<file path="src/rtl/button_events_pkg.sv">
// button_events_pkg: shared FSM state type, counter type and default timing constants.
package button_events_pkg;
   localparam int CNT_BITS_DEF = 24;
   localparam int LONG_CYCLES_DEF = 12000000;
   localparam int REPEAT_CYCLES_DEF = 3000000;
   localparam int DCLICK_CYCLES_DEF = 4000000;
   typedef logic [1:0] state_bits_t;
   typedef enum state_bits_t {IDLE, PRESSED, REPEAT} state_t;
   typedef logic [CNT_BITS_DEF-1:0] cnt_t;
endpackage

</file>
<file path="src/rtl/button_events_if.sv">
// button_events_if: debounced button input and UI event outputs of one push-button.
interface button_events_if;
   logic btn_in;
   logic btn_valid;
   logic press;
   logic release_evt;
   logic long_press;
   logic repeat_evt;
   logic held;
   logic double_click;
   modport master (output btn_in, btn_valid,
                   input press, release_evt, long_press, repeat_evt, held, double_click);
   modport slave (input btn_in, btn_valid,
                  output press, release_evt, long_press, repeat_evt, held, double_click);
endinterface

</file>
<file path="src/rtl/button_events_timer.sv">
// event_timer: up-counter with clear/enable and terminal-count flag against a runtime limit.
module event_timer #(
   parameter int W = 24
) (
   input  logic         clk,
   input  logic         rst,
   input  logic         clr,
   input  logic         en,
   input  logic [W-1:0] limit,
   output logic         tc
);
   logic [W-1:0] cnt;
   always_ff @(posedge clk)
      cnt <= (rst || clr) ? '0 : en ? cnt + W'(1) : cnt;
   assign tc = en && (cnt == limit);
endmodule

</file>
<file path="src/rtl/button_events.sv">
// button_events: debounced level to press/release/long-press/repeat pulses.
// Double-click detection is compiled in with BUTTON_EVENTS_DCLICK_EN.
module button_events
   import button_events_pkg::*;
#(
   parameter int CNT_BITS = CNT_BITS_DEF,
   parameter int LONG_CYCLES = LONG_CYCLES_DEF,
   parameter int REPEAT_CYCLES = REPEAT_CYCLES_DEF,
   parameter int DCLICK_CYCLES = DCLICK_CYCLES_DEF
) (
   input logic            clk,
   input logic            rst,
   button_events_if.slave bus
);
   localparam logic [CNT_BITS-1:0] LONG_LIM = CNT_BITS'(LONG_CYCLES - 1);
   localparam logic [CNT_BITS-1:0] REP_LIM = CNT_BITS'(REPEAT_CYCLES - 1);
   state_t st, nxt;
   logic lvl, rise, fall, tc;
   logic press_d, rel_d, long_d, rpt_d;
   logic press_q, rel_q, long_q, rpt_q, held_q;
   assign rise = bus.btn_valid && bus.btn_in && !lvl;
   assign fall = bus.btn_valid && !bus.btn_in && lvl;
   // Held time keeps counting while btn_valid is low; only edges are gated.
   event_timer #(.W(CNT_BITS)) u_cnt (
      .clk(clk), .rst(rst), .clr(st == IDLE || tc), .en(st != IDLE),
      .limit(st == PRESSED ? LONG_LIM : REP_LIM), .tc(tc)
   );
   always_comb begin
      nxt = st;
      press_d = 1'b0;
      rel_d = 1'b0;
      long_d = 1'b0;
      rpt_d = 1'b0;
      if (st == IDLE) begin
         press_d = rise;
         nxt = rise ? PRESSED : IDLE;
      end else if (fall) begin
         rel_d = 1'b1;
         nxt = IDLE;
      end else if (tc) begin
         long_d = (st == PRESSED);
         rpt_d = (st == REPEAT);
         nxt = REPEAT;
      end
   end
   always_ff @(posedge clk)
      if (rst) begin
         st <= IDLE;
         lvl <= 1'b0;
         {press_q, rel_q, long_q, rpt_q, held_q} <= '0;
      end else begin
         st <= nxt;
         lvl <= bus.btn_valid ? bus.btn_in : lvl;
         {press_q, rel_q, long_q, rpt_q} <= {press_d, rel_d, long_d, rpt_d};
         held_q <= (nxt != IDLE);
      end
   assign bus.press = press_q;
   assign bus.release_evt = rel_q;
   assign bus.long_press = long_q;
   assign bus.repeat_evt = rpt_q;
   assign bus.held = held_q;
`ifdef BUTTON_EVENTS_DCLICK_EN
   localparam logic [CNT_BITS-1:0] DC_LIM = CNT_BITS'(DCLICK_CYCLES - 1);
   logic armed, dc_press, gtc, dc_d, dc_q;
   event_timer #(.W(CNT_BITS)) u_gap (
      .clk(clk), .rst(rst), .clr(rel_d), .en(st == IDLE && armed),
      .limit(DC_LIM), .tc(gtc)
   );
   assign dc_d = (st == IDLE) && rise && armed;
   // The release that ends a double-click press must not re-arm.
   always_ff @(posedge clk)
      if (rst) begin
         armed <= 1'b0;
         dc_press <= 1'b0;
         dc_q <= 1'b0;
      end else begin
         dc_q <= dc_d;
         if (rel_d) begin
            armed <= !dc_press;
            dc_press <= 1'b0;
         end else if (dc_d) begin
            armed <= 1'b0;
            dc_press <= 1'b1;
         end else if (gtc) armed <= 1'b0;
      end
   assign bus.double_click = dc_q;
`else
   logic unused_dclick;
   assign unused_dclick = ^DCLICK_CYCLES;
   assign bus.double_click = 1'b0;
`endif
endmodule

</file>
<file path="src/flat_wrapper.sv">
// flat-port wrapper written by rule: the top's interface ports become plain ports
module button_events_flat import button_events_pkg::*;
#(
   parameter int CNT_BITS = CNT_BITS_DEF,
   parameter int LONG_CYCLES = LONG_CYCLES_DEF,
   parameter int REPEAT_CYCLES = REPEAT_CYCLES_DEF,
   parameter int DCLICK_CYCLES = DCLICK_CYCLES_DEF
)
  (clk, rst, bus_btn_in, bus_btn_valid, bus_press, bus_release_evt, bus_long_press, bus_repeat_evt, bus_held, bus_double_click);
  button_events_if bus_i ();
  input logic clk;
  input logic rst;
  input wire logic [$bits(bus_i.btn_in)-1:0] bus_btn_in;
  input wire logic [$bits(bus_i.btn_valid)-1:0] bus_btn_valid;
  output wire logic [$bits(bus_i.press)-1:0] bus_press;
  output wire logic [$bits(bus_i.release_evt)-1:0] bus_release_evt;
  output wire logic [$bits(bus_i.long_press)-1:0] bus_long_press;
  output wire logic [$bits(bus_i.repeat_evt)-1:0] bus_repeat_evt;
  output wire logic [$bits(bus_i.held)-1:0] bus_held;
  output wire logic [$bits(bus_i.double_click)-1:0] bus_double_click;
  assign bus_i.btn_in = bus_btn_in;
  assign bus_i.btn_valid = bus_btn_valid;
  assign bus_press = bus_i.press;
  assign bus_release_evt = bus_i.release_evt;
  assign bus_long_press = bus_i.long_press;
  assign bus_repeat_evt = bus_i.repeat_evt;
  assign bus_held = bus_i.held;
  assign bus_double_click = bus_i.double_click;
  button_events #(.CNT_BITS(CNT_BITS), .LONG_CYCLES(LONG_CYCLES), .REPEAT_CYCLES(REPEAT_CYCLES), .DCLICK_CYCLES(DCLICK_CYCLES)) u_core (.clk(clk), .rst(rst), .bus(bus_i));
endmodule
</file>
<file path="config.mk">
export PLATFORM = sky130hd
export DESIGN_NAME = button_events_flat
export DESIGN_NICKNAME = d
export VERILOG_FILES = /design/src/rtl/button_events_pkg.sv /design/src/rtl/button_events_if.sv /design/src/rtl/button_events_timer.sv /design/src/rtl/button_events.sv /design/src/flat_wrapper.sv
export SDC_FILE = /design/constraint.sdc
export NUM_CORES = 1
export LEC_CHECK = 0
export CAP_MARGIN = 10
export CORE_UTILIZATION = 58
export CTS_BUF_LIST = sky130_fd_sc_hd__clkbuf_16
export DETAILED_ROUTE_END_ITERATION = 6
export GPL_ROUTABILITY_DRIVEN = 0
export PLACE_DENSITY = 0.78
export SLEW_MARGIN = 20
export SYNTH_ARGS = -nofsm -noshare
export SYNTH_HDL_FRONTEND = slang
export SYNTH_HIERARCHICAL = 1
export SYNTH_SLANG_ARGS = --single-unit
</file>
<file path="constraint.sdc">
create_clock -name clk -period 3.3 [get_ports clk]
set_clock_uncertainty 0.05 [all_clocks]
set_input_delay 0.825 -clock clk [delete_from_list [all_inputs] [get_ports clk]]
set_output_delay 0.825 -clock clk [all_outputs]
set_load 0.02 [all_outputs]
</file>
==> reports/qor.yml <==
status:
  status: "complete, no violations"
power:
  max-vdd-ir-drop_v: 0.000571
  p_int_uw: 766
  switching_share: 0.202
  p_leak_uw: 0.000681
  power_frac_comb: 0.061
  pwr-share-clk: 0.529
  p_per_area_nw_per_um2: 486
  seqPwrFrac: 0.409
  switchingPower_uw: 194
routing:
  drc: 0
  routedWlPerCell_um: 14.0
  drt-total-wl_mm: 3.45
  drt.antenna.violating_nets: 0
  dr.pass1.iters: 5
  viasPerCell: 5.84
  drtIter0Drc: 37
  vias: 1436
placement:
  dpl.hpwl_mm: 2.41
  dp_slack_ps: 300
  placed_area_um2: 1800
  port_buffers: 8
sta:
  tns_ps: 0
  hold_violations: 0
  period_minus_slack_ps: 2850
  rsz0062_at_grt: "false"
  timing.hold.ws_ps: 439
  fmax_mhz: 351
  drv_slew: 0
  finalWorstSetupSlack_ps: 449
  min_period_over_period: 0.864
  setup_violations: 0
logic_synthesis:
  synth_area_um2: 1680
  yosys.area.top_type_share: 0.380
  yosysUniqueCellTypes: 37
  synth_seq_cells: 32
  ys.flop_type: "dfxtp_1"
  yosys-top-cells-area: "dfxtp_1, xor2_1, xnor2_1"
  syn_avg_cell_area_um2: 8.73
  syn_inst: 193
  async_reset_ff_frac: 0
  yosys.area.top_type: "dfxtp_1"
  yosysMostFrequentCell: "dfxtp_1"
  synth_seq_area_share: 0.380
  yosys_warnings: 6
  synth_edf_count: 0
  synth.cells.most_frequent: "dfxtp_1, xor2_1, xnor2_1"
setup_path:
  required_ps: 3400
  crit_arrival_ps: 2950
  critPathKind: "flop to flop"
  startpoint_type: "flop"
  cp_max_fo: 17
  worstSetupEndpointType: "flop"
clock_tree:
  cts_root_buf: "clkbuf_16"
  ctsHoldBuffers: 0
  cts_tree: "yes"
  cts.htree.levels: 2
  clockBufferDepth: 2
  cts_sinks: 32
  cts_buffers: 5
  clk_pin_slew_ps: 50
  clkLatencyLatePin_ps: 270
worst_hold_path:
  hp-class: "flop to flop"
final_layout:
  finalInstanceArea_um2: 1970
  area_growth_pct: 17.2
  fin_nets: 219
  layout-drive-gt1-share: 0.0744
  n_antenna_cell: 0
  fill_cells: 223
  final_util: 0.716
floorplan:
  io_pins: 10
  die_x_um: 55.9
  core_um2: 2760
  initial_core_util: 0.611
  dieHeight_um: 55.9
  core.rowCount: 19
  die_area_um2: 3120
global_route:
  gr-total-overflow: 0
  grtUsageTotal: 0.247
  grt_pass1_wl_mm: 5.98
  grt_max_degree: 18
  antenna_found_initial: 0
  grt_pass1_vias: 1369
run:
  max_cap_violations: 0
## layout by cell type, fill, tap and decap left out, drive strengths merged
master	synthesis	final
mux2i	2	2
bufinv	0	1
o31ai	6	6
nand2b	1	1
a21oi	13	13
nor3	6	6
clkbuf	3	5
or4	9	9
clkinv	0	1
nand3	8	8
inv	6	7
o21bai	1	1
o211ai	1	1
buf	6	2
and4	2	2
nand4bb	1	1
ha	1	1
xnor2	15	15
and3	1	1
and3b	2	2
or3	7	7
or3b	1	1
o21ai	7	7
nand4	6	6
xor2	18	18
nor4	6	6
o22ai	2	2
or2	2	2
nand2	12	12
conb	2	15
clkdlybuf4s50	0	8
dfxtp	32	32
nor2	14	14
## logic make-up (layout without fill, tap and decap cells)
kind of cell	after synthesis	in the layout	synth area share
AND/OR/NAND/NOR	78	78	0.271
XOR/XNOR	33	33	0.172
flip-flops	32	32	0.380
AO/OA/AOI/OAI	30	30	0.103
buffers and inverters	15	24	0.0505
other	2	15	0.00446
multiplexers	2	2	0.0119
adder cells (fa/ha/maj)	1	1	0.00743
## registers in the layout, summed over array words and instances (netlist names)
register / cells
u_core/bus.repeat_evt: 1
u_core/bus.release_evt: 1
u_core/bus.press: 1
u_core/bus.long_press: 1
u_core/st: 2
u_core/u_cnt/cnt: 24
u_core/lvl: 1
u_core/bus.held: 1
## power groups by stage
| stage | combinational (uW) | sequential, uW | clock (uW) |
|---|---|---|---|
| after CTS | 58.3 | 393 | 516 |
| after global routing | 64.1 | 393 | 532 |
| after global placement | 55.9 | 401 | 0 |
| after detailed placement | 57.1 | 401 | 0 |
| after floorplan | 43.0 | 402 | 0 |
| final | 58.8 | 393 | 508 |
## through the flow
step           cells  total power [uW]
3_3_place_gp     238               457
6_report         246               960
3_5_place_dp     238               458
5_1_grt          246               989
4_1_cts          246               967
2_1_floorplan    206               445
## final timing paths
kind	startpoint	slack, ps	cells after the start	endpoint
worst max-delay path	u_core/st[1]$_SDFF_PP0_	450	11	u_core/u_cnt/cnt[23]$_SDFFE_PP0P_
worst min register to register	u_core/st[1]$_SDFF_PP0_	440	2	u_core/bus.repeat_evt$_SDFF_PP0_
worst min-delay path	u_core/st[1]$_SDFF_PP0_	440	2	u_core/bus.repeat_evt$_SDFF_PP0_
worst max register to register	u_core/st[1]$_SDFF_PP0_	450	11	u_core/u_cnt/cnt[23]$_SDFFE_PP0P_
## worst max-delay path, stage by stage, from the launching register on
cell and delay [ps]:
dfxtp_1 370, nand2b_1 310, inv_1 230, xor2_1 190, nor4_1 260, nand3_1 140, nor4_2 350, inv_1 130
nand2_1 110, or2_2 320, buf_4 230, a21oi_1 50
## repair_timing
action / 4_1_cts / 5_1_grt
setup buffers: 0 / 0
setup endpoints to repair: 0 / 9
gates resized for setup: 0 / 1
## layer usage
| metal | wire length, um | global-route usage |
|---|---|---|
| met3 | 113 | 0.0698 |
| met1 | 1560 | 0.292 |
| met4 | 39 | 0.101 |
| met2 | 1740 | 0.420 |
| met5 | 0 | 0 |
## final cells by class
class,instances,area [um2],area share
clock inverter,3,38.8,0.0196
timing repair buffer,10,95.1,0.0482
inverter,6,22.5,0.0114
sequential,32,641,0.324
tap,31,38.8,0.0196
clock buffer,5,125,0.0634
multi-input combinational,159,1010,0.513
No activity file was read; power rests on OpenSTA's default activity.
